`config.mk`:
```
export PLATFORM = sky130hd
export DESIGN_NAME = mem_ctrl
export DESIGN_NICKNAME = d
export VERILOG_FILES = /design/src/rtl/mem_ctrl.sv
export SDC_FILE = /design/constraint.sdc
export NUM_CORES = 1
export LEC_CHECK = 0
export ABC_AREA = 1
export ABC_CLOCK_PERIOD_IN_PS = 4150
export CAP_MARGIN = 20
export CORE_MARGIN = 3
export CORE_UTILIZATION = 45
export CTS_CLUSTER_DIAMETER = 120
export DETAILED_ROUTE_END_ITERATION = 10
export DONT_BUFFER_PORTS = 1
export SLEW_MARGIN = 20
export SYNTH_ARGS = -nofsm -noshare
export SYNTH_HDL_FRONTEND = slang
export SYNTH_SLANG_ARGS = --single-unit
export TNS_END_PERCENT = 50
```
`constraint.sdc`:
```
create_clock -name clk -period 4.15 [get_ports clk]
set_input_delay 0.83 -clock clk [delete_from_list [all_inputs] [get_ports clk]]
set_output_delay 0.83 -clock clk [all_outputs]
set_load 0.03 [all_outputs]
```
`src/rtl/mem_ctrl.sv`:
```
// mem_ctrl: byte-serial RAM port shared between instruction fetch and the
// load/store stage. Load/store has priority; multi-byte transfers are issued
// as consecutive byte cycles, little-endian, with one-cycle done pulses.
//
// state | meaning
// ------+-----------------------------------------------
// IDLE  | no transfer, arbitration of ls_req / if_req
// IF_RD | 4-byte instruction fetch in progress
// LS_RD | 1/2/4-byte load in progress
// LS_WR | 1/2/4-byte store in progress
module mem_ctrl #(
  parameter int ADDR_W = 32
) (
  input  logic              clk,
  input  logic              rst,
  input  logic              if_req,
  input  logic [ADDR_W-1:0] if_addr,
  input  logic              if_flush,
  output logic              if_done,
  output logic [31:0]       if_data,
  input  logic              ls_req,
  input  logic              ls_we,
  input  logic [1:0]        ls_len,
  input  logic [ADDR_W-1:0] ls_addr,
  input  logic [31:0]       ls_wdata,
  output logic              ls_done,
  output logic [31:0]       ls_rdata,
  output logic              mem_busy,
  output logic [ADDR_W-1:0] ram_a,
  output logic [7:0]        ram_dout,
  output logic              ram_wr,
  input  logic [7:0]        ram_din
);

  typedef enum logic [1:0] {IDLE, IF_RD, LS_RD, LS_WR} state_t;

  state_t      state;
  state_t      state_nxt;
  logic [2:0]  cnt;
  logic [2:0]  n_q;
  logic [2:0]  ls_n;
  logic [1:0]  rd_idx;
  logic [31:0] wdata_q;
  logic [31:0] asm_q;
  logic [31:0] asm_nxt;
  logic        ls_take;
  logic        if_take;
  logic        rd_last;
  logic        wr_last;

  // Byte count of a load/store; the unused encoding 10 behaves as a word.
  always_comb begin
    ls_n = 3'd4;
    if (ls_len == 2'b00)
      ls_n = 3'd1;
    else if (ls_len == 2'b01)
      ls_n = 3'd2;
  end

  // State register.
  always_ff @(posedge clk) begin
    if (!rst)
      state <= IDLE;
    else
      state <= state_nxt;
  end

  // Next state and arbitration; a requester whose done is high this cycle
  // still has its request up and must not be taken again.
  always_comb begin
    state_nxt = state;
    ls_take   = 1'b0;
    if_take   = 1'b0;
    rd_last   = 1'b0;
    wr_last   = 1'b0;
    case (state)
      IDLE: begin
        if (ls_req && !ls_done) begin
          ls_take   = 1'b1;
          state_nxt = ls_we ? LS_WR : LS_RD;
        end else if (if_req && !if_done && !if_flush) begin
          if_take   = 1'b1;
          state_nxt = IF_RD;
        end
      end
      IF_RD: begin
        if (if_flush) begin
          state_nxt = IDLE;
        end else if (cnt == n_q) begin
          rd_last   = 1'b1;
          state_nxt = IDLE;
        end
      end
      LS_RD: begin
        if (cnt == n_q) begin
          rd_last   = 1'b1;
          state_nxt = IDLE;
        end
      end
      LS_WR: begin
        if (cnt == n_q - 3'd1) begin
          wr_last   = 1'b1;
          state_nxt = IDLE;
        end
      end
      default: state_nxt = IDLE;
    endcase
  end

  // Merge the byte returned for the address issued one cycle earlier.
  always_comb begin
    rd_idx  = cnt[1:0] - 2'd1;
    asm_nxt = asm_q;
    asm_nxt[{rd_idx, 3'b000} +: 8] = ram_din;
  end

  // Datapath: latch the transfer at accept, step address and count, assemble
  // read data, publish results with the done pulse.
  always_ff @(posedge clk) begin
    if (!rst) begin
      cnt      <= 3'd0;
      n_q      <= 3'd0;
      wdata_q  <= 32'h0;
      asm_q    <= 32'h0;
      ram_a    <= '0;
      if_data  <= 32'h0;
      ls_rdata <= 32'h0;
      if_done  <= 1'b0;
      ls_done  <= 1'b0;
    end else begin
      if_done <= 1'b0;
      ls_done <= 1'b0;
      if (ls_take) begin
        ram_a   <= ls_addr;
        cnt     <= 3'd0;
        n_q     <= ls_n;
        wdata_q <= ls_wdata;
        asm_q   <= 32'h0;
      end else if (if_take) begin
        ram_a <= if_addr;
        cnt   <= 3'd0;
        n_q   <= 3'd4;
        asm_q <= 32'h0;
      end else if (state == LS_WR || state == LS_RD ||
                   (state == IF_RD && !if_flush)) begin
        cnt <= cnt + 3'd1;
        if (cnt < n_q - 3'd1)
          ram_a <= ram_a + ADDR_W'(1);
        if (state != LS_WR && cnt != 3'd0)
          asm_q <= asm_nxt;
        if (rd_last && state == IF_RD) begin
          if_data <= asm_nxt;
          if_done <= 1'b1;
        end
        if (rd_last && state == LS_RD) begin
          ls_rdata <= asm_nxt;
          ls_done  <= 1'b1;
        end
        if (wr_last)
          ls_done <= 1'b1;
      end
    end
  end

  // RAM write strobe and data; blanked while reset is held so a store that
  // is being abandoned never commits another byte.
  always_comb begin
    mem_busy = (state != IDLE);
    ram_wr   = (state == LS_WR) && rst;
    ram_dout = ram_wr ? wdata_q[{cnt[1:0], 3'b000} +: 8] : 8'h00;
  end

endmodule

```
==> flow_summary.toml <==
[logic_synthesis]
syn_area_per_cell_um2 = 6.72
synth_area_um2 = 8520
async_reset_ff_share_pct = 0
synth_seq_cells = 170
synthCells = 1268
synth_nets = 1396
synth_enable_flop_cells = 0
ys_seq_area_share_pct = 39.9
ys.flop_type = "dfxtp_1"
ys_types = 38
ys_warn_count = 0

[clock_network]
tritoncts = "yes"
cts_buffer_depth = 2
clk-insertion-delay-late_ns = 0.43
cts_root_buffer = "clkbuf_16"
cts_buffers = 17
cts_htree_levels = 4
postCtsSetupBuffers = 0
postCtsHoldBufs = 0
clk_pin_slew_worst_paths_ns = 0.06
clock-sinks = 170
cts_resized = 0

[outcome]
status = "complete, no violations"

[global_route]
grt_start_max_net_pins = 72
grt_overflow = 0
grt_pass1_wl_mm = 38.2
grt_use_total_pct = 23.0
antenna_found_initial = 2
grt_pass1_vias = 7364

[sta]
fin_crit_sh_pct = 75.6
fmax_ghz = 0.319
fin_crit_ns = 3.14
tns_ns = 0
fin_skew_ns = 0.00932
tightest_slew_ns = 0.834
slew_headroom_pct = 44.4
holdWs_ns = 0.454
grt_setup_unrepaired = "no"
finalSetupViolCount = 0
maxSlewViolCount = 0
hold_viol_final = 0

[finish]
final_cell_area_um2 = 9110
antenna_cells = 0
ff_latch_area_um2 = 3400
syn_to_final_growth_pct = 6.98
nNetsFinal = 1355
multi_input_area_um2 = 4390
num-fill-cells = 1916
layout-drive-gt1-share_pct = 5.97

[power_and_ir_drop]
power_frac_seq_pct = 44.6
p_leak_nw = 3.60
power_density_nw_per_um2 = 508
power_frac_comb_pct = 18.8
intPower_w = 0.00302
p_sw_share_pct = 34.7
p_sw_w = 0.00161
p_clk_share_pct = 36.5
worst_ir_drop_vdd_mv = 0.295
finalPower_w = 0.00463

[routing]
viasPerCell = 5.34
drc = 0
antenna_left = 0
drt_iter0_drc = 447
via_count = 7840
wl_per_cell_um = 16.2
dr.pass1.iters = 5
wl_mm = 23.9

[floorplan]
dieHeight_um = 144
die_area_um2 = 20600
ios = 220
initial_core_util_pct = 46.6
row_count = 49
die-width_um = 144
coreArea_um2 = 18300

[setup_path]
path_max_fanout = 15
cp-end-kind = "output pin"
cp-start-kind = "register"
critPathRequiredTime_ns = 3.32
arrival_ns = 2.31
critical_path_class = "reg2out"
rrSetupSlack_ns = 1.35

[placed_design]
placed_cell_area_um2 = 8490
dp_hpwl_mm = 17.0
port_buffers = 0
globalplace.congestion = 0.881

[run]
maxCapViolCount = 0

[worst_hold_path]
min_path_type = "reg2reg"
==> logic make-up (layout without fill, tap and decap cells) <==
| group | Yosys count | count (layout) | share of synthesized area [%] |
|---|---|---|---|
| and+or+nand+nor | 604 | 604 | 28.9 |
| adders and majority gates | 16 | 16 | 2.35 |
| AOI/OAI and AO/OA | 306 | 306 | 19.2 |
| DFF | 170 | 170 | 39.9 |
| buffers and inverters | 162 | 134 | 8.58 |
| xor gates and xnor gates | 10 | 10 | 1.03 |
==> area by class of cell <==
cell class                      count  share of cell area, %
Clock buffer                       18                   4.82
Clock inverter                     14                   2.00
Inverter                           96                   4.05
Multi-Input combinational cell    936                   48.1
Sequential cell                   170                   37.3
Tap cell                          229                   3.14
Timing Repair Buffer                6                  0.494
==> synthesized netlist by cell type (3+ instances only) <==
cell | instances | share of area [%]
a211oi_1 | 9 | 0.79
a21boi_0 | 4 | 0.35
a21oi_1 | 161 | 9.5
a22oi_1 | 12 | 1.1
buf_1 | 3 | 0.13
buf_2 | 23 | 1.4
buf_6 | 10 | 1.3
clkbuf_1 | 26 | 1.1
dfxtp_1 | 170 | 40
ha_1 | 16 | 2.3
inv_1 | 83 | 3.7
inv_2 | 7 | 0.31
inv_4 | 3 | 0.22
nand2_1 | 275 | 12
nand2_2 | 4 | 0.29
nand2_4 | 3 | 0.40
nand3_1 | 48 | 2.8
nand4_1 | 3 | 0.22
nor2_1 | 252 | 11
nor2_2 | 8 | 0.59
nor2_4 | 5 | 0.66
o211ai_1 | 3 | 0.26
o21ai_0 | 103 | 6.1
o22ai_1 | 9 | 0.66
xnor2_1 | 5 | 0.51
xor2_1 | 5 | 0.51
==> flip-flops by register name, summed over array words and instances, names as in the netlist <==
signal / count
asm_q: 32
if_done: 1
n_q: 3
cnt: 3
ls_rdata: 32
ram_a: 32
wdata_q: 32
ls_done: 1
state: 2
if_data: 32
==> through the flow <==
step                      utilization [%]  worst slack, ns  std cells
after floorplan                         -             1.55       1268
after global placement               46.5             1.36       1437
after detailed placement             46.5             1.31       1437
after CTS                            49.9            0.994       1469
after global routing                 49.9            0.837       1469
final                                49.9             1.01       1469
==> cell usage in the layout, fill, tap and decap left out, types with 6 or more instances in the layout <==
| master | instances |
|---|---|
| o22ai_1 | 9 |
| ha_1 | 16 |
| nand3_1 | 48 |
| inv_2 | 7 |
| a21oi_1 | 161 |
| inv_1 | 83 |
| o21ai_0 | 103 |
| clkbuf_16 | 17 |
| buf_4 | 6 |
| nor2_1 | 252 |
| a22oi_1 | 12 |
| nand2_1 | 274 |
| nor2_2 | 8 |
| a211oi_1 | 9 |
| dfxtp_1 | 170 |
==> per-layer routing <==
metal | global-route usage [%] | vias to the layer above | wire length, µm
li1 | - | 4015 | -
met1 | 31.0 | 3569 | 10800
met2 | 36.0 | 223 | 10800
met3 | 7.32 | 29 | 1910
met4 | 5.80 | 4 | 392
met5 | 0 | - | 14
==> worst paths after layout <==
kind,to,depth (start not counted),start
setup / recovery,ram_dout[1],4,cnt[1]$_SDFFE_PP0N_
hold / removal,wdata_q[22]$_SDFFE_PN0P_,2,wdata_q[22]$_SDFFE_PN0P_
setup reg to reg,asm_q[3]$_SDFFE_PP0P_,7,cnt[1]$_SDFFE_PP0N_
hold reg to reg,wdata_q[22]$_SDFFE_PN0P_,2,wdata_q[22]$_SDFFE_PN0P_
==> power groups by stage <==
stage               logic, W  clock network, W  registers (W)
CTS                 0.000876           0.00172        0.00207
finish              0.000872           0.00169        0.00207
floorplan           0.000737                 0        0.00205
global placement    0.000860                 0        0.00210
detailed placement  0.000873                 0        0.00210
global route         0.00101           0.00180        0.00209
==> critical path, stage by stage (launching register included) <==
cell and delay (ns):
dfxtp_1 0.73, inv_2 0.27, a21oi_1 0.17, o21ai_0 0.10, a21oi_1 0.62
(Power assumes the default switching activity.)
